--- src/rtl/pim_pkg.sv ---
// Shared encodings, field widths and default timing for the PIM command scheduler.
package pim_pkg;

    // Request field geometry and default array size
    localparam int NUM_RANKS_DEF = 8;
    localparam int ROW_W_DEF     = 10;
    localparam int COL_W_DEF     = 5;
    localparam int BG_W          = 4;

    // Default timing, in clk cycles
    localparam int T_RP_DEF  = 4;
    localparam int T_RCD_DEF = 4;
    localparam int T_CL_DEF  = 5;
    localparam int T_WR_DEF  = 4;
    localparam int T_PIM_DEF = 8;

    // Request opcodes; 110 and 111 are invalid and retire with err
    localparam logic [2:0] OP_LD   = 3'b000;
    localparam logic [2:0] OP_ST   = 3'b001;
    localparam logic [2:0] OP_LDST = 3'b010;
    localparam logic [2:0] OP_PRE  = 3'b011;
    localparam logic [2:0] OP_MAC  = 3'b100;
    localparam logic [2:0] OP_POOL = 3'b101;

    typedef enum logic [2:0] {
        CMD_NOP  = 3'd0,
        CMD_ACT  = 3'd1,
        CMD_RD   = 3'd2,
        CMD_WR   = 3'd3,
        CMD_PRE  = 3'd4,
        CMD_MOV  = 3'd5,
        CMD_MAC  = 3'd6,
        CMD_POOL = 3'd7
    } cmd_e;

    typedef enum logic [2:0] {
        ST_IDLE,
        ST_DISPATCH,
        ST_PRE,
        ST_WAIT_RP,
        ST_ACT,
        ST_WAIT_RCD,
        ST_RW,
        ST_WAIT_DONE
    } state_e;

    // Largest of the timing values; sizes the shared down-counter
    function automatic int max_timing(input int a, input int b, input int c,
                                      input int d, input int e);
        int m;
        m = a;
        if (b > m) m = b;
        if (c > m) m = c;
        if (d > m) m = d;
        if (e > m) m = e;
        return m;
    endfunction

endpackage

--- src/rtl/pim_open_row_table.sv ---
// Per-rank open-row tracker: one valid bit and one row address per rank,
// with a combinational lookup and single set/clear update ports.
module pim_open_row_table
    import pim_pkg::*;
#(
    parameter int NUM_RANKS = NUM_RANKS_DEF,
    parameter int ROW_W     = ROW_W_DEF
) (
    input  logic                         clk,
    input  logic                         reset,
    input  logic [$clog2(NUM_RANKS)-1:0] lk_rank,
    input  logic [ROW_W-1:0]             lk_row,
    output logic                         lk_open,
    output logic                         lk_hit,
    input  logic                         set_en,
    input  logic [$clog2(NUM_RANKS)-1:0] set_rank,
    input  logic [ROW_W-1:0]             set_row,
    input  logic                         clr_en,
    input  logic [$clog2(NUM_RANKS)-1:0] clr_rank
);

    localparam int RANK_W = $clog2(NUM_RANKS);

    logic [NUM_RANKS-1:0] valid_reg;
    logic [ROW_W-1:0]     row_reg [NUM_RANKS];

    genvar gi;
    generate
        for (gi = 0; gi < NUM_RANKS; gi++) begin : g_rank
            // One entry per rank; an ACT opens a row, a PRE closes it
            always_ff @(posedge clk or negedge reset) begin
                if (!reset) begin
                    valid_reg[gi] <= 1'b0;
                    row_reg[gi]   <= '0;
                end else if (set_en && set_rank == RANK_W'(gi)) begin
                    valid_reg[gi] <= 1'b1;
                    row_reg[gi]   <= set_row;
                end else if (clr_en && clr_rank == RANK_W'(gi)) begin
                    valid_reg[gi] <= 1'b0;
                end
            end
        end
    endgenerate

    // A hit needs the rank open on exactly the requested row
    always_comb begin
        lk_open = valid_reg[lk_rank];
        lk_hit  = valid_reg[lk_rank] && (row_reg[lk_rank] == lk_row);
    end

endmodule

--- src/rtl/pim_cmd_scheduler.sv ---
// Expands one decoded request at a time into timed DRAM/PIM commands using an
// open-page policy (one open row per rank) and a single shared down-counter.
module pim_cmd_scheduler
    import pim_pkg::*;
#(
    parameter int NUM_RANKS = NUM_RANKS_DEF,
    parameter int ROW_W     = ROW_W_DEF,
    parameter int COL_W     = COL_W_DEF,
    parameter int T_RP      = T_RP_DEF,
    parameter int T_RCD     = T_RCD_DEF,
    parameter int T_CL      = T_CL_DEF,
    parameter int T_WR      = T_WR_DEF,
    parameter int T_PIM     = T_PIM_DEF
) (
    input  logic                         clk,
    input  logic                         reset,
    input  logic                         in_valid,
    output logic                         in_ready,
    input  logic [2:0]                   in_op,
    input  logic [$clog2(NUM_RANKS)-1:0] in_rank,
    input  logic [BG_W-1:0]              in_bg,
    input  logic [ROW_W+COL_W-1:0]       in_addr,
    output logic [2:0]                   cmd,
    output logic [$clog2(NUM_RANKS)-1:0] cmd_rank,
    output logic [BG_W-1:0]              cmd_bg,
    output logic [ROW_W-1:0]             cmd_row,
    output logic [COL_W-1:0]             cmd_col,
    output logic                         done,
    output logic                         err
);

    localparam int RANK_W = $clog2(NUM_RANKS);
    localparam int CNT_W  = $clog2(max_timing(T_RP, T_RCD, T_CL, T_WR, T_PIM)) + 1;

    // Counter reload values: a wait of T cycles counts T-1 down to 0
    localparam logic [CNT_W-1:0] CNT_RP  = CNT_W'(T_RP - 1);
    localparam logic [CNT_W-1:0] CNT_RCD = CNT_W'(T_RCD - 1);
    localparam logic [CNT_W-1:0] CNT_CL  = CNT_W'(T_CL - 1);
    localparam logic [CNT_W-1:0] CNT_WR  = CNT_W'(T_WR - 1);
    localparam logic [CNT_W-1:0] CNT_PIM = CNT_W'(T_PIM - 1);

    state_e              state_reg, state_next;
    logic [CNT_W-1:0]    cnt_reg, cnt_next;

    logic [2:0]          req_op_reg;
    logic [RANK_W-1:0]   req_rank_reg;
    logic [BG_W-1:0]     req_bg_reg;
    logic [ROW_W-1:0]    req_row_reg;
    logic [COL_W-1:0]    req_col_reg;

    cmd_e                cmd_reg, cmd_next;
    logic [RANK_W-1:0]   cmd_rank_reg, cmd_rank_next;
    logic [BG_W-1:0]     cmd_bg_reg, cmd_bg_next;
    logic [ROW_W-1:0]    cmd_row_reg, cmd_row_next;
    logic [COL_W-1:0]    cmd_col_reg, cmd_col_next;
    logic                done_reg, done_next;
    logic                err_reg, err_next;

    cmd_e                rw_cmd;
    logic [CNT_W-1:0]    rw_cnt;
    logic                row_open, row_hit;
    logic                tbl_set, tbl_clr;

    assign in_ready = (state_reg == ST_IDLE);

    pim_open_row_table #(
        .NUM_RANKS (NUM_RANKS),
        .ROW_W     (ROW_W)
    ) u_open_rows (
        .clk      (clk),
        .reset    (reset),
        .lk_rank  (req_rank_reg),
        .lk_row   (req_row_reg),
        .lk_open  (row_open),
        .lk_hit   (row_hit),
        .set_en   (tbl_set),
        .set_rank (req_rank_reg),
        .set_row  (req_row_reg),
        .clr_en   (tbl_clr),
        .clr_rank (req_rank_reg)
    );

    // The row table follows the commands as they are issued
    assign tbl_set = (cmd_next == CMD_ACT);
    assign tbl_clr = (cmd_next == CMD_PRE);

    // Capture the request on acceptance; it stays stable until retirement
    always_ff @(posedge clk or negedge reset) begin
        if (!reset) begin
            req_op_reg   <= '0;
            req_rank_reg <= '0;
            req_bg_reg   <= '0;
            req_row_reg  <= '0;
            req_col_reg  <= '0;
        end else if (in_valid && in_ready) begin
            req_op_reg   <= in_op;
            req_rank_reg <= in_rank;
            req_bg_reg   <= in_bg;
            req_row_reg  <= in_addr[ROW_W+COL_W-1:COL_W];
            req_col_reg  <= in_addr[COL_W-1:0];
        end
    end

    // Next-state and next-output decode. The last cycle of each wait issues the
    // following command itself, so command spacing equals the T_* value exactly;
    // this is also why the RW state is normally bypassed.
    always_comb begin
        state_next    = state_reg;
        cnt_next      = cnt_reg;
        cmd_next      = CMD_NOP;
        done_next     = 1'b0;
        err_next      = 1'b0;
        cmd_rank_next = '0;
        cmd_bg_next   = '0;
        cmd_row_next  = '0;
        cmd_col_next  = '0;
        rw_cmd        = (req_op_reg == OP_ST) ? CMD_WR : CMD_RD;
        rw_cnt        = (req_op_reg == OP_ST) ? CNT_WR : CNT_CL;

        case (state_reg)
            ST_IDLE: begin
                if (in_valid) state_next = ST_DISPATCH;
            end
            ST_DISPATCH: begin
                case (req_op_reg)
                    OP_LD, OP_ST: begin
                        if (row_hit) begin
                            cmd_next   = rw_cmd;
                            cnt_next   = rw_cnt;
                            state_next = ST_WAIT_DONE;
                        end else if (row_open) begin
                            state_next = ST_PRE;
                        end else begin
                            state_next = ST_ACT;
                        end
                    end
                    OP_PRE: begin
                        if (row_open) begin
                            state_next = ST_PRE;
                        end else begin
                            done_next  = 1'b1;
                            state_next = ST_IDLE;
                        end
                    end
                    OP_LDST: begin
                        cmd_next   = CMD_MOV;
                        cnt_next   = CNT_PIM;
                        state_next = ST_WAIT_DONE;
                    end
                    OP_MAC: begin
                        cmd_next   = CMD_MAC;
                        cnt_next   = CNT_PIM;
                        state_next = ST_WAIT_DONE;
                    end
                    OP_POOL: begin
                        cmd_next   = CMD_POOL;
                        cnt_next   = CNT_PIM;
                        state_next = ST_WAIT_DONE;
                    end
                    default: begin
                        done_next  = 1'b1;
                        err_next   = 1'b1;
                        state_next = ST_IDLE;
                    end
                endcase
            end
            ST_PRE: begin
                cmd_next   = CMD_PRE;
                cnt_next   = CNT_RP;
                state_next = ST_WAIT_RP;
            end
            ST_WAIT_RP: begin
                if (cnt_reg == '0) begin
                    if (req_op_reg == OP_PRE) begin
                        done_next  = 1'b1;
                        state_next = ST_IDLE;
                    end else begin
                        cmd_next   = CMD_ACT;
                        cnt_next   = CNT_RCD;
                        state_next = ST_WAIT_RCD;
                    end
                end else begin
                    cnt_next = cnt_reg - CNT_W'(1);
                end
            end
            ST_ACT: begin
                cmd_next   = CMD_ACT;
                cnt_next   = CNT_RCD;
                state_next = ST_WAIT_RCD;
            end
            ST_WAIT_RCD: begin
                if (cnt_reg == '0) begin
                    cmd_next   = rw_cmd;
                    cnt_next   = rw_cnt;
                    state_next = ST_WAIT_DONE;
                end else begin
                    cnt_next = cnt_reg - CNT_W'(1);
                end
            end
            ST_RW: begin
                cmd_next   = rw_cmd;
                cnt_next   = rw_cnt;
                state_next = ST_WAIT_DONE;
            end
            ST_WAIT_DONE: begin
                if (cnt_reg == '0) begin
                    done_next  = 1'b1;
                    state_next = ST_IDLE;
                end else begin
                    cnt_next = cnt_reg - CNT_W'(1);
                end
            end
            default: state_next = ST_IDLE;
        endcase

        // Address fields are driven only alongside the command that uses them
        if (cmd_next != CMD_NOP) begin
            cmd_rank_next = req_rank_reg;
            cmd_bg_next   = req_bg_reg;
        end
        if (cmd_next == CMD_ACT) cmd_row_next = req_row_reg;
        if (cmd_next == CMD_RD || cmd_next == CMD_WR) cmd_col_next = req_col_reg;
    end

    // State, counter and registered outputs
    always_ff @(posedge clk or negedge reset) begin
        if (!reset) begin
            state_reg    <= ST_IDLE;
            cnt_reg      <= '0;
            cmd_reg      <= CMD_NOP;
            cmd_rank_reg <= '0;
            cmd_bg_reg   <= '0;
            cmd_row_reg  <= '0;
            cmd_col_reg  <= '0;
            done_reg     <= 1'b0;
            err_reg      <= 1'b0;
        end else begin
            state_reg    <= state_next;
            cnt_reg      <= cnt_next;
            cmd_reg      <= cmd_next;
            cmd_rank_reg <= cmd_rank_next;
            cmd_bg_reg   <= cmd_bg_next;
            cmd_row_reg  <= cmd_row_next;
            cmd_col_reg  <= cmd_col_next;
            done_reg     <= done_next;
            err_reg      <= err_next;
        end
    end

    assign cmd      = cmd_reg;
    assign cmd_rank = cmd_rank_reg;
    assign cmd_bg   = cmd_bg_reg;
    assign cmd_row  = cmd_row_reg;
    assign cmd_col  = cmd_col_reg;
    assign done     = done_reg;
    assign err      = err_reg;

endmodule

--- config.mk ---
export PLATFORM = sky130hd
export DESIGN_NAME = pim_cmd_scheduler
export DESIGN_NICKNAME = d
export VERILOG_FILES = /design/src/rtl/pim_pkg.sv /design/src/rtl/pim_open_row_table.sv /design/src/rtl/pim_cmd_scheduler.sv
export SDC_FILE = /design/constraint.sdc
export NUM_CORES = 1
export LEC_CHECK = 0
export ABC_AREA = 1
export BUFFER_PORTS_ARGS = -buffer_cell sky130_fd_sc_hd__buf_2
export CAP_MARGIN = 30
export CORE_MARGIN = 1.5
export CORE_UTILIZATION = 45
export CTS_CLUSTER_SIZE = 25
export DETAILED_ROUTE_END_ITERATION = 12
export GPL_TIMING_DRIVEN = 0
export PLACE_DENSITY = 0.65
export SKIP_CTS_REPAIR_TIMING = 1
export SYNTH_ARGS = -nofsm -noshare
export SYNTH_HDL_FRONTEND = slang
export SYNTH_SLANG_ARGS = --single-unit
--- constraint.sdc ---
create_clock -name clk -period 2 [get_ports clk]
set_input_delay 0.1 -clock clk [delete_from_list [all_inputs] [get_ports clk]]
set_output_delay 0.1 -clock clk [all_outputs]
set_load 0.03 [all_outputs]
* Yosys cells after proc, flatten, opt, wreduce, memory -nomap -nowiden
Index checks and enable logic that the tools add are counted.
** Word-level totals
- Flip-flop bits (word level) :: 147
- Word-level logic and storage cells :: 164
- Output and inout port bits :: 28
- RAM bits :: 0
- Bits in read-only memories :: 0
- Memories kept :: 0
- Bits in latches :: 0
** Cells by class
- Magnitude comparators :: 2
- Shift operators :: 0
- Equal/unequal tests :: 32
- Multiplexer cells :: 58
- Divide/modulo/power cells :: 0
- Bitwise logic cells :: 1
- Reductions and logical operators :: 40
- Add/sub/neg operators :: 1
- Multiply operators :: 0
** Operators with widths (number)
- == test 3 bit (second input constant) :: 11
- binary-select mux 10 bit (select 3 bit) :: 1
- two-way mux 10 bit :: 3
- two-way mux 3 bit :: 9
- two-way mux 1 bit :: 26
- == test 3 x 2 -> 1 bit (second input constant) :: 8
- two-way mux 4 bit :: 6
- one-hot mux 3 bit (8 select lines) :: 1
- one-hot mux 4 bit (6 select lines) :: 1
- logical AND 1 bit :: 18
- one-hot mux 3 bit (6 select lines) :: 1
- nonzero test 2 bit :: 8
- == test 3 x 1 -> 1 bit (second input constant) :: 4
- one-hot mux 3 bit (4 select lines) :: 1
- == test 10 bit :: 1
- != test 2 bit (second input constant) :: 5
- zero test 3 bit :: 3
- one-hot mux 3 bit (3 select lines) :: 1
- one-hot mux 4 bit (2 select lines) :: 1
- two-way mux 2 bit :: 3
- != test 3 bit (second input constant) :: 2
- nonzero test 6 bit :: 1
- OR reduction 6 bit :: 1
- two-way mux 5 bit :: 1
- other kinds (16) :: 17

* Depth between registers and ports, before layout
Gate-level depths: netlist (run 1).
- Depth after elaboration :: 13
- Mapped depth :: 18

* By module
From an unflattened synthesis (run 1), not the netlist that was laid out.
** Unflattened totals
- Cells, all modules :: 924
- Area total of the unflattened synthesis :: 7040.5 um^2
** Modules (own cells, without submodules)
- pim_open_row_table :: area an instance 4496.8 um^2, sequential area each 2202.1 um^2, instances 1, cells each 627
- pim_cmd_scheduler :: area an instance 2543.7 um^2, sequential area each 1476.4 um^2, instances 1, cells each 297

* Worst setup path after synthesis (run 1)
Ideal clock, no wire load.
- Path type :: register -> register
- Start :: register state_reg[2]
- End :: register state_reg[1]
- Path buffers :: 1
- Data arrival time :: 1.877 ns
- Library setup time :: 0.126 ns
- Stages on the path, launching flop included :: 11
- Setup slack :: -0.003 ns
- Cell sequence :: dfrtp_1 > clkbuf_1 > nor2_1 > inv_1 > nor2_1 > inv_1 > or2_2 > nand2_1 > o21ai_0 > nand2_1 > o21ai_0
** On the way
- Longest elaborated chain between the ends :: 3
- Elaborated cells between the ends (all ways) :: 14
- Those cells by class :: eq/ne (11); mux (1); reduce/logical (2)
** RTL lines
- start: declaration :: RTL line pim_cmd_scheduler.sv:42 : state_e state_reg, state_next;
- start signal: assignment :: RTL line pim_cmd_scheduler.sv:238 : state_reg <= state_next;
- zero test 3 bit (*)
- named net in_ready :: RTL line pim_cmd_scheduler.sv:18 : output logic in_ready,
- != test 2 bit (no line)
- AND reduction 4 bit (no line)
The timed path passes the listed nets; every way through them passes the cells marked *.
A chain may end at the register's enable or synchronous reset.

* Final worst setup path (run 1)
- Start :: register req_rank_reg[0]
- End :: register cmd_col_reg[3] (netlist: cmd_col[3])
** On the way
- Longest elaborated chain between the ends :: 12
- Elaborated cells between the ends (all ways) :: 15
- Those cells by class :: eq/ne (3); mux (9); bitwise (1); reduce/logical (2)
** RTL lines
- start: declaration :: RTL line pim_cmd_scheduler.sv:46 : logic [RANK_W-1:0] req_rank_reg;
- start signal: assignment :: RTL line pim_cmd_scheduler.sv:97 : req_rank_reg <= in_rank;
- inverter 3 -> 4 bit (not written as such) :: RTL line pim_open_row_table.sv:48 : lk_hit = valid_reg[lk_rank] && (row_reg[lk_rank] == lk_row);
- binary-select mux 10 bit (select 3 bit) :: RTL line pim_open_row_table.sv:48
- two-way mux 10 bit (not written as such) (2 in a row) :: RTL line pim_open_row_table.sv:48
- == test 10 bit :: RTL line pim_open_row_table.sv:48
- logical AND 1 bit (*) :: RTL line pim_open_row_table.sv:48
- two-way mux 2 bit (*) :: RTL line pim_cmd_scheduler.sv:127 : if (row_hit) begin
- one-hot mux 3 bit (4 select lines) (*) :: RTL line pim_cmd_scheduler.sv:125 : case (req_op_reg)
- one-hot mux 3 bit (6 select lines) (*) :: RTL line pim_cmd_scheduler.sv:120 : case (state_reg)
- named net cmd_next[1] :: RTL line pim_cmd_scheduler.sv:51 : cmd_e cmd_reg, cmd_next;
- == test 3 x 2 -> 1 bit :: RTL line pim_cmd_scheduler.sv:222 : if (cmd_next == CMD_RD || cmd_next == CMD_WR) cmd_col_next = req_col_reg;
- logical OR 1 bit (*) :: RTL line pim_cmd_scheduler.sv:222
- two-way mux 5 bit (*) :: RTL line pim_cmd_scheduler.sv:222
- named net cmd_col_next[3] :: RTL line pim_cmd_scheduler.sv:55 : logic [COL_W-1:0] cmd_col_reg, cmd_col_next;
- end signal: assignment :: RTL line pim_cmd_scheduler.sv:244 : cmd_col_reg <= cmd_col_next;
- end: declaration :: RTL line pim_cmd_scheduler.sv:55
The timed path passes the listed nets; every way through them passes the cells marked *. The select of a mux whose other input is x is not followed.

==> summary.txt, run 1 <==
Timing
  – Hold Slack: ~0.090 ns
  – Final setup vio count: 95
  – Final-report hold violation count: 0
  – Worst Max-Slew Pin Slew: 0.708 ns
  – Setup ws final: -0.291 ns
  – Period utilization: 1.15
  – Slew Limit Fails: 0
  – Highest clock rate: about 440 MHz
  – RSZ-0062 raised after global routing: yes
  – Relative slew slack: 0.528
  – Minimum clock period: 2.29 ns
  – Clk_skew: 0.00660 ns

Setup path
  – Required time worst endpoint: 2.36 ns
  – Critical Path Max Stage Delay: 0.44 ns
  – CP max-delay cell: dfrtp_2
  – Crit path arrival time: 2.65 ns
  – Most used cell, CP: nor2_4
  – Crit Path Class: reg -> reg
  – CP Cell Sequence: buf_12 -> nor2_4 -> buf_8 -> buf_12 -> a21oi_2 -> nand4_1 -> nand3_1 -> nand2_1 -> nand2_2 -> nor2_4 -> nand4_2 -> nand2_2 -> nand2_4 -> nand2_4 -> nand2_8 -> nor2_4
  – Crit end category: register
  – Critical Path Source Type: register
  – Peak fanout along the critical path: 7

Synth
  – Top cells by area, synth: dfrtp_1 54%, nand2_1 15%, o21ai_0 7.2%
  – Post-synth EDFFs: 0
  – Dominant synthesized flop cell: dfrtp_1
  – Yosys cell types: 37
  – Post-synthesis register bit count: between 100 and 150
  – Avg Inst Size Synth: 8.04 sq um
  – Yosys warning count: 0
  – Top-area cell type share of the netlist area: 0.537
  – Top cells by count, synth: 271 x nand2_1, 147 x dfrtp_1, 99 x o21ai_0
  – Cells after synthesis: 852
  – Sequential share of the synthesized area: 0.537
  – Post-Syn Nets: 882
  – Synth Cell Area: 0.00685 sq mm
  – Cell taking the most area after synthesis: dfrtp_1
  – Most frequent cell after synthesis: nand2_1
  – Synth async-reset ratio: 1.00

Clock network
  – Clk buf depth: 2
  – CTS Buf Count: 17
  – CTS Sinks: 147
  – CTS tree: yes
  – CTS Root Cell: clkbuf_16
  – Clock transition at path regs: about 0.06 ns
  – Skew-Pair Late Insertion Delay: ~0.42 ns
  – # H-tree levels: 4

Global route
  – Vias in the first global route: roughly 5800
  – Global route overflow: 0
  – GRT Overall Usage: 0.257
  – Initial antenna violation count: 0
  – First-pass GRT wire length: ~31000 um
  – Largest net degree at the start of global routing: 88

Die
  – Core ar.: roughly 0.015 sq mm
  – Die height: 126 um
  – Die Wd: 126 um
  – Area of the die: about 0.016 sq mm
  – Ports: between 50 and 60
  – Initial Util: 0.466
  – Num rows: 44

Status
  – Violated checks: negative setup slack
  – Status: complete, but fails checks

Power and ir drop
  – Power density over cell area: about 1800 mW/mm^2
  – Seq pwr share: 0.319
  – Internal: 8.97 mW
  – Worst ir drop on vdd: 0.805 mV
  – Comb pwr share: 0.466
  – Clock power frac: 0.214
  – Total power: 15.7 mW
  – Static Leak: between 4 and 5 nW
  – Switch share: 0.427
  – P_sw: 6.70 mW

Layout
  – Max reg flops: 80
  – Area occupied by multi-input gates: 0.00279 sq mm
  – Area occupied by registers: 0.00368 sq mm
  – Inserted Diodes: 0
  – Final Non-Filler Cells: 1165
  – # nets final: 999
  – Layout cells sized above 1: 0.197
  – Area delta synth->final: 26.7%
  – Layout fillers: 1355

Placement
  – Inst Count DP: 1092
  – Dpl hpwl: about 13000 um
  – Pre-CTS WS: -0.497 ns
  – Final RePlAce weighted congestion: 0.961
  – Port Buffers: 55

Hold path
  – Worst Hold Class: in -> reg

Detailed routing
  – Vias post-DR: 6167
  – Routed WL per cell: 17.2 um
  – Number of DRC markers in iteration 0: roughly 570
  – First drt pass iteration count: 5
  – Via-to-Cell Ratio: 5.29
  – Antenna-violating nets left: 0
  – DR DRC count: 0
  – Final WL: 20100 um

Run
  – Max-Cap Viols: 0
[critical path: cells and delay by family (launching register included)]
family | cells | cell delay [ns]
flip-flops | 1 | 0.44
AO/OA/AOI/OAI | 1 | 0.05
buffers and inverters | 3 | 0.43
AND/OR/NAND/NOR | 12 | 1.30
[through the flow]
stage               instance area, sq um  setup TNS [ns]  utilization
floorplan                           6850               0            -
global placement                    7360         -236.38        0.501
detailed placement                  7390          -42.19        0.503
CTS                                 8010          -43.40        0.545
global route                        8680          -28.38        0.591
finish                              8680          -10.31        0.591
[cell type report]
cell class	count	share of cell area
buffer	49	0.0370
clock buffer	22	0.0535
multi-input combinational	585	0.322
timing repair buffer	98	0.0872
clock inverter	9	0.0177
inverter	71	0.0327
sequential	147	0.424
tap	184	0.0265
[final timing paths]
kind                       slack [ns]                       to  cells past startpoint                   start
max in group asynchronous        0.95               cmd_col[3]                      3                   reset
max reg2reg                     -0.29               cmd_col[3]                     16         req_rank_reg[0]
min                              0.09             state_reg[1]                      5                in_valid
min reg2reg                      0.49   u_open_rows.row_reg[9]                      2  u_open_rows.row_reg[9]
max                             -0.29               cmd_col[3]                     16         req_rank_reg[0]
min in group asynchronous        0.24  u_open_rows.row_reg[64]                      2                   reset
[cell families (layout without fill, tap and decap cells)]
logic type                 Yosys count  after routing  synth area share
xor gates and xnor gates             1              1           0.00128
buffers and inverters              120            249            0.0743
DFF                                147            147             0.537
and+or+nand+nor                    434            434             0.271
AOI/OAI and AO/OA                  148            148             0.113
adders and majority gates            2              2           0.00365
[power groups by stage]
| stage | sequential (mW) | clock [mW] | combinational, mW |
|---|---|---|---|
| 3_5_place_dp | 4.99 | 0 | 6.40 |
| 3_3_place_gp | 4.96 | 0 | 6.29 |
| 5_1_grt | 5.15 | 3.53 | 8.08 |
| 2_1_floorplan | 5.29 | 0 | 4.20 |
| 4_1_cts | 4.96 | 3.39 | 6.43 |
| 6_report | 5.00 | 3.36 | 7.30 |
[cell usage in the layout, fill, tap and decap left out, types with 3 or more instances in the layout]
cell type / count
inv_2: 3
dfrtp_1: 146
nand2_1: 265
nand2_2: 7
o21ai_0: 98
nand2_4: 3
inv_1: 65
nor2_1: 63
clkbuf_4: 3
nand4_1: 9
buf_12: 4
clkbuf_1: 14
clkbuf_2: 15
a21oi_2: 4
clkbuf_16: 19
nand3_1: 42
a21oi_1: 33
buf_2: 63
buf_6: 8
bufinv_16: 4
nor2_4: 6
buf_4: 11
dlygate4sd3_1: 26
nor2_2: 15
nor3_1: 12
[layer usage]
layer | global-route usage | wire length (um) | up-vias
li1 | - | - | 2957
met1 | 0.359 | 9090 | 2961
met2 | 0.409 | 9380 | 218
met3 | 0.0527 | 1220 | 31
met4 | 0.0723 | 394 | 0
met5 | 0 | 0 | -
(Power assumes the default switching activity.)
==> run 2, diff against run 1 <==
--- a/config.mk
+++ b/config.mk
@@ -12,8 +12,8 @@
 export CORE_UTILIZATION = 45
 export CTS_CLUSTER_SIZE = 25
 export DETAILED_ROUTE_END_ITERATION = 12
-export GPL_TIMING_DRIVEN = 0
-export PLACE_DENSITY = 0.65
+export GPL_TIMING_DRIVEN = 1
+export PLACE_DENSITY = 0.69
 export SKIP_CTS_REPAIR_TIMING = 1
 export SYNTH_ARGS = -nofsm -noshare
 export SYNTH_HDL_FRONTEND = slang
==> run 2 against run 1 <==
Compared with the run above:
- the flow finishes with violations (negative hold slack, negative setup slack)
- sequential share of layout area is 0.56 points lower
- maximum frequency up 3.7%
- clock power is 13% lower
- global-route usage down 2.7 points
- critical path depth increased by 2
- die area stayed put
- via count fell by 2.9%
- sequential cell count stayed put
- register-to-register slack better by 0.08 ns
- worst hold slack lost 0.10 ns
- highest routed layer unchanged
==> summary.txt, run 2 (synthesis gave the netlist of run 1 again) <==
Power and ir drop
  – Comb pwr share: 0.480 (+0.014)
  – P_sw: 6.62 mW (-1.1%)
  – Clock power frac: 0.190 (-0.024)
  – Worst ir drop on vdd: 0.865 mV (+7.4%)
  – Switch share: 0.431 (+0.00361)
  – Static Leak: 4.49 nW (+2.2%)
  – Internal: 8.74 mW (-2.5%)
  – Power density over cell area: 1740 mW/mm^2 (-3.3%)
  – Seq pwr share: 0.330 (+0.011)

Placement
  – Dpl hpwl: 12200 um (-5.0%)
  – Final RePlAce weighted congestion: 0.870 (-9.4%)
  – Cell Area, Placed: 0.00781 sq mm (+5.6%)
  – Port Buffers: 55 (unchanged)

Layout
  – Inserted Diodes: 0 (unchanged)
  – Final Cell Area: 0.00881 sq mm (+1.4%)
  – Max reg flops: 80 (unchanged)
  – Layout cells sized above 1: 0.231 (+0.0347)
  – Commonest non-fill, non-tap cell in the layout: nand2_1
  – Fin util: 0.599 (+0.00851)
  – Commonest cells after routing, fill and taps aside: 261 x nand2_1, 143 x dfrtp_1, 96 x o21ai_0
  – Area delta synth->final: 28.6%
  – # nets final: 1011 (+1.2%)

Die
  – Die height: 126 um (unchanged)
  – Die Wd: 126 um (unchanged)
  – Num rows: 44 (unchanged)
  – Ports: 56 (unchanged)
  – Initial Util: 0.466 (unchanged)
  – Area of the die: 0.0160 sq mm (unchanged)
  – Core ar.: 0.0147 sq mm (unchanged)

Status
  – Status: complete, but fails checks
  – Violated checks: negative hold slack, negative setup slack

Clock network
  – CTS Sinks: 147 (unchanged)
  – Clk buf depth: 2 (unchanged)
  – Skew-Pair Late Insertion Delay: 0.43 ns (about the same)
  – CTS tree: yes
  – CTS Root Cell: clkbuf_16
  – CTS Buf Count: 17 (unchanged)
  – Clock transition at path regs: 0.06 ns (about the same)
  – # H-tree levels: 4 (unchanged)

Timing
  – Relative slew slack: 0.598 (+0.0698)
  – Clk_skew: 0.00772 ns (+0.00112 ns)
  – Setup ws final: -0.210 ns (+0.0812 ns)
  – Highest clock rate: 452 MHz (+3.7%)
  – Worst Max-Slew Pin Slew: 0.588 ns (-0.120 ns)
  – RSZ-0062 raised after global routing: yes
  – Final setup vio count: 20 (-79%)
  – Final-report hold violation count: 1 (+1)
  – Minimum clock period: 2.21 ns (-0.0812 ns)
  – Period utilization: 1.11 (-0.0406)
  – Hold Slack: -0.0139 ns (-0.104 ns)
  – Slew Limit Fails: 0 (unchanged)

Global route
  – Initial antenna violation count: 0 (unchanged)
  – GRT Overall Usage: 0.230 (-0.0270)
  – Vias in the first global route: 5614 (-3.5%)
  – Global route overflow: 0 (unchanged)
  – Largest net degree at the start of global routing: 57 (-35%)
  – First-pass GRT wire length: 28400 um (-8.6%)

Setup path
  – Terminus of the critical flop-to-flop path: cmd_rank[1]
  – Peak fanout along the critical path: 7 (unchanged)
  – Critical Path Source Type: register
  – Required time worst endpoint: 2.36 ns (about the same)
  – Crit path arrival time: 2.57 ns (-0.08 ns)
  – Crit end category: register
  – Reg2reg start: req_rank_reg[0]
  – R2R setup slack: -0.21 ns (+0.08 ns)
  – Path depth of the worst reg2reg path: 18 (+2)
  – Crit Path Class: reg -> reg

Hold path
  – Hold Startpoint: in_rank[0]
  – WHS Path Cells: 3 (-2)
  – WHS Endpoint: req_rank_reg[0]
  – Worst Hold Class: in -> reg

Detailed routing
  – Vias post-DR: 5989 (-2.9%)
  – First drt pass iteration count: 5 (unchanged)
  – Final WL: 17700 um (-12%)
  – Via-to-Cell Ratio: 5.08 (-4.0%)
  – Number of DRC markers in iteration 0: 517 (-9.5%)
  – Routed WL per cell: 15.0 um (-13%)
  – DR DRC count: 0 (unchanged)
  – Antenna-violating nets left: 0 (unchanged)

Run
  – Max-Cap Viols: 0 (unchanged)
## run 2: cell types whose count changed in the layout (fill, tap and decap cells not counted), moves of 7 or more
cell and delta:
buf_4 +53, clkbuf_2 -15, clkbuf_1 -13, buf_2 -9
buf_12 +7
## run 2: worst max-delay path by stage
stage                       end             from  depth (start not counted)  slack [ns]
floorplan           cmd_rank[2]  req_rank_reg[1]                         16        0.10
global placement      cmd_bg[1]  req_rank_reg[0]                         17       -0.09
detailed placement    cmd_bg[1]  req_rank_reg[0]                         17       -0.15
CTS                 cmd_rank[1]  req_rank_reg[0]                         17       -0.17
global route        cmd_rank[1]  req_rank_reg[0]                         15       -0.35
finish              cmd_rank[1]  req_rank_reg[0]                         18       -0.21
## run 2: layer usage
metal | vias up | global-route usage | part of all wire
met1 | 2828 | 0.320 | 0.48
met3 | 35 | 0.0485 | 0.042
li1 | 2985 | - | -
met5 | - | 0 | 0
met4 | 0 | 0.0974 | 0.025
met2 | 141 | 0.350 | 0.46
## run 2: power groups by stage
stage	combinational, mW	sequential, mW	clock (mW)
after floorplan	4.20	5.29	0
after global placement	6.76	5.06	0
after detailed placement	6.89	5.07	0
after CTS	6.91	5.04	2.98
after global routing	8.21	5.22	3.13
final	7.38	5.07	2.92
## run 2: critical path: stages, from the launching register on
cell and delay (ns):
dfrtp_2 0.45, buf_6 0.15, nor2_4 0.12, buf_12 0.14
buf_4 0.10, nand2_1 0.04, nand2_1 0.05, inv_1 0.04
nand3_1 0.06, nand3_1 0.06, nand2_1 0.07, nand2_2 0.07
nor2_4 0.18, nand4_4 0.13, nand2_4 0.12, nand2_1 0.08
nand2_2 0.12, nor2_8 0.07, nor2_2 0.08
## run 2: area by class of cell
type | instances | area (sq um)
sequential | 147 | 3680
tap | 184 | 230
clock inverter | 13 | 104
clock buffer | 19 | 443
inverter | 71 | 277
multi-input combinational | 585 | 2790
timing repair buffer | 159 | 1280
fill | 1333 | 5890
## run 2: through the flow
stage / cells / setup TNS (ns) / setup WS, ns / total power, mW
after floorplan: 852 / 0 / 0.103 / 9.49
after global placement: 1114 / -1.12 / -0.0908 / 11.8
after detailed placement: 1114 / -1.96 / -0.150 / 12.0
after CTS: 1146 / -2.35 / -0.174 / 14.9
after global routing: 1178 / -5.72 / -0.348 / 16.6
final: 1178 / -3.26 / -0.210 / 15.4
==> run 3, diff against run 2 <==
--- a/config.mk
+++ b/config.mk
@@ -13,7 +13,8 @@
 export CTS_CLUSTER_SIZE = 25
 export DETAILED_ROUTE_END_ITERATION = 12
 export GPL_TIMING_DRIVEN = 1
-export PLACE_DENSITY = 0.69
+export PLACE_DENSITY = 0.67
+export SETUP_SLACK_MARGIN = 0.4
 export SKIP_CTS_REPAIR_TIMING = 1
 export SYNTH_ARGS = -nofsm -noshare
 export SYNTH_HDL_FRONTEND = slang
==> constraint.sdc (replaced) <==
create_clock -name clk -period 2.5 [get_ports clk]
set_input_delay 0.125 -clock clk [delete_from_list [all_inputs] [get_ports clk]]
set_output_delay 0.125 -clock clk [all_outputs]
set_load 0.03 [all_outputs]
==> run 3 against run 2 <==
Compared with the run above:
- the run ends with negative hold slack left
- sequential cell count unchanged
- first-iteration DRC count fell by 0.77%
- clock skew increased by 0.0015 ns
- sequential share of layout area grew 1.5 points
- critical path depth stayed put
- maximum frequency about the same
==> summary.txt, run 3 (synthesis gave the netlist of run 1 again) <==
Detailed routing
  – Antenna-violating nets left: 0 (unchanged)
  – Final WL: 17700 um (+0.18%)
  – First drt pass iteration count: 6 (+1)
  – DR DRC count: 0 (unchanged)
  – Number of DRC markers in iteration 0: 513 (-0.77%)
  – Vias post-DR: 5959 (-0.50%)
  – Via-to-Cell Ratio: 5.22 (+2.7%)
  – Routed WL per cell: 15.5 um (+3.4%)

Timing
  – Slew Limit Fails: 0 (unchanged)
  – Highest clock rate: 453 MHz (about the same)
  – RSZ-0062 raised after global routing: yes
  – Minimum clock period: 2.21 ns (-0.00134 ns)
  – Final setup vio count: 0 (-100%)
  – Worst Max-Slew Pin Slew: 0.747 ns (+0.159 ns)
  – Clk_skew: 0.00924 ns (+0.00152 ns)
  – Setup TNS: 0 ns (+3.26 ns)
  – Period utilization: 0.884 (-0.222)
  – Hold Slack: -0.0528 ns (-0.0389 ns)
  – Final-report hold violation count: 3 (+2)
  – Relative slew slack: 0.502 (-0.0957)

Setup path
  – CP Cell Sequence: buf_12 -> nor2_4 -> buf_6 -> inv_8 -> nor2_1 -> nor2_1 -> nand2_1 -> nand2_1 -> nand2_1 -> nand2_1 -> nand2_1 -> nor2_4 -> nand4_4 -> nand2_2 -> nand2_4 -> nand3_4 -> nor2_8 -> nor2_2
  – Critical Path Source Type: register
  – CP max-delay cell: dfrtp_2
  – Critical Path Max Stage Delay: 0.46 ns (about the same)
  – Crit Path Class: reg -> reg
  – Required time worst endpoint: 2.81 ns (+0.45 ns)
  – Crit path arrival time: 2.52 ns (-0.05 ns)
  – Most used cell, CP: nand2_1
  – Peak fanout along the critical path: 7 (unchanged)
  – Crit end category: register

Status
  – Violated checks: negative hold slack
  – Status: complete, but fails checks

Clock network
  – CTS Buf Count: 17 (unchanged)
  – CTS Sinks: 147 (unchanged)
  – CTS tree: yes
  – Clk buf depth: 2 (unchanged)
  – # H-tree levels: 4 (unchanged)
  – Skew-Pair Late Insertion Delay: 0.43 ns (about the same)
  – Clock transition at path regs: 0.06 ns (about the same)
  – CTS Root Cell: clkbuf_16

Power and ir drop
  – Comb pwr share: 0.456 (-0.024)
  – Seq pwr share: 0.339 (+0.009)
  – Switch share: 0.428 (-0.00331)
  – Static Leak: 4.34 nW (-3.4%)
  – Clock power frac: 0.205 (+0.015)
  – Worst ir drop on vdd: 0.635 mV (-27%)
  – Total power: 12.0 mW (-22%)
  – Internal: 6.87 mW (-21%)
  – P_sw: 5.13 mW (-23%)
  – Power density over cell area: 1410 mW/mm^2 (-19%)

Hold path
  – Worst Hold Class: in -> reg

Global route
  – First-pass GRT wire length: 28500 um (+0.22%)
  – Largest net degree at the start of global routing: 78 (+37%)
  – GRT Overall Usage: 0.228 (-0.00181)
  – Initial antenna violation count: 0 (unchanged)
  – Most used routing layer: met2
  – Vias in the first global route: 5632 (+0.32%)
  – Global route overflow: 0 (unchanged)
  – Met2 Resource Use GR: 0.363 (+0.0132)
  – Met3 Track Usage GR: 0.0506 (+0.00211)
  – M1 GR Usage: 0.306 (-0.0140)

Layout
  – Inserted Diodes: 0 (unchanged)
  – Final Cell Area: 0.00851 sq mm (-3.4%)
  – Final Non-Filler Cells: 1141 (-3.1%)
  – Max reg flops: 80 (unchanged)
  – Area delta synth->final: 24.2%
  – Commonest non-fill, non-tap cell in the layout: nand2_1
  – # nets final: 977 (-3.4%)
  – Commonest cells after routing, fill and taps aside: 266 x nand2_1, 144 x dfrtp_1, 99 x o21ai_0
  – Layout fillers: 1360 (+2.0%)
  – Layout cells sized above 1: 0.195 (-0.0360)

Die
  – Ports: 56 (unchanged)
  – Initial Util: 0.466 (unchanged)
  – Core ar.: 0.0147 sq mm (unchanged)
  – Num rows: 44 (unchanged)
  – Die height: 126 um (unchanged)
  – Area of the die: 0.0160 sq mm (unchanged)
  – Die Wd: 126 um (unchanged)

Placement
  – Dpl hpwl: 11400 um (-5.9%)
  – Cell Area, Placed: 0.00744 sq mm (-4.7%)
  – Final RePlAce weighted congestion: 0.870 (about the same)
  – Inst Count DP: 1077 (-3.3%)
  – Port Buffers: 55 (unchanged)

Run
  – Max-Cap Viols: 0 (unchanged)
[run 3: cell count changes in the layout (fill, tap and decap cells not counted), moves of 3 or more]
cell / before / now
buf_12: 11 / 5
buf_4: 64 / 34
buf_6: 4 / 7
clkinv_4: 4 / 1
clkinvlp_4: 5 / 2
dlygate4sd3_1: 25 / 22
nand2_1: 261 / 266
nand2_2: 10 / 7
o21ai_0: 96 / 99
[run 3: metal layers]
metal / up-vias / part of all wire
li1: 2900 / -
met1: 2826 / 0.46
met2: 200 / 0.47
met3: 33 / 0.052
met4: 0 / 0.025
met5: - / 0
[run 3: metrics by stage]
step                utilization  worst slack, ns
floorplan                     -            0.497
global placement          0.506            0.332
detailed placement        0.506            0.282
CTS                       0.545            0.264
global route              0.579            0.115
finish                    0.579            0.291
[run 3: path summary, 6_finish.rpt]
kind | startpoint | endpoint | slack [ns] | cells past startpoint
worst max-delay path | req_rank_reg[0] | cmd_rank[2] | 0.29 | 18
worst min-delay path | in_addr[1] | req_col_reg[1] | -0.05 | 3
worst max register to register | req_rank_reg[0] | cmd_rank[2] | 0.29 | 18
worst min register to register | req_bg_reg[1] | cmd_bg[1] | 0.48 | 2
max in group asynchronous | reset | req_rank_reg[1] | 1.44 | 3
min in group asynchronous | reset | u_open_rows.row_reg[37] | 0.29 | 2
[run 3: layout make-up]
cell class,instances,area (sq um),share of cell area
Tap cell,184,230,0.0271
Multi-Input combinational cell,586,2770,0.326
Timing Repair Buffer,124,975,0.115
Clock buffer,20,457,0.0537
Sequential cell,147,3680,0.433
Clock inverter,9,108,0.0126
Inverter,71,284,0.0334
[run 3: power groups by stage]
stage	clock network, mW	registers, mW	logic (mW)
after floorplan	0	4.23	3.36
after global placement	0	4.07	4.89
after detailed placement	0	4.06	4.98
after CTS	2.51	4.04	5.00
after global routing	2.62	4.18	6.13
final	2.46	4.06	5.47
[run 3: worst max-delay path: cells and delay by family (launching register included)]
| kind | cells | cell delay, ns |
|---|---|---|
| and+or+nand+nor | 15 | 1.26 |
| DFF | 1 | 0.46 |
| buffers and inverters | 3 | 0.36 |
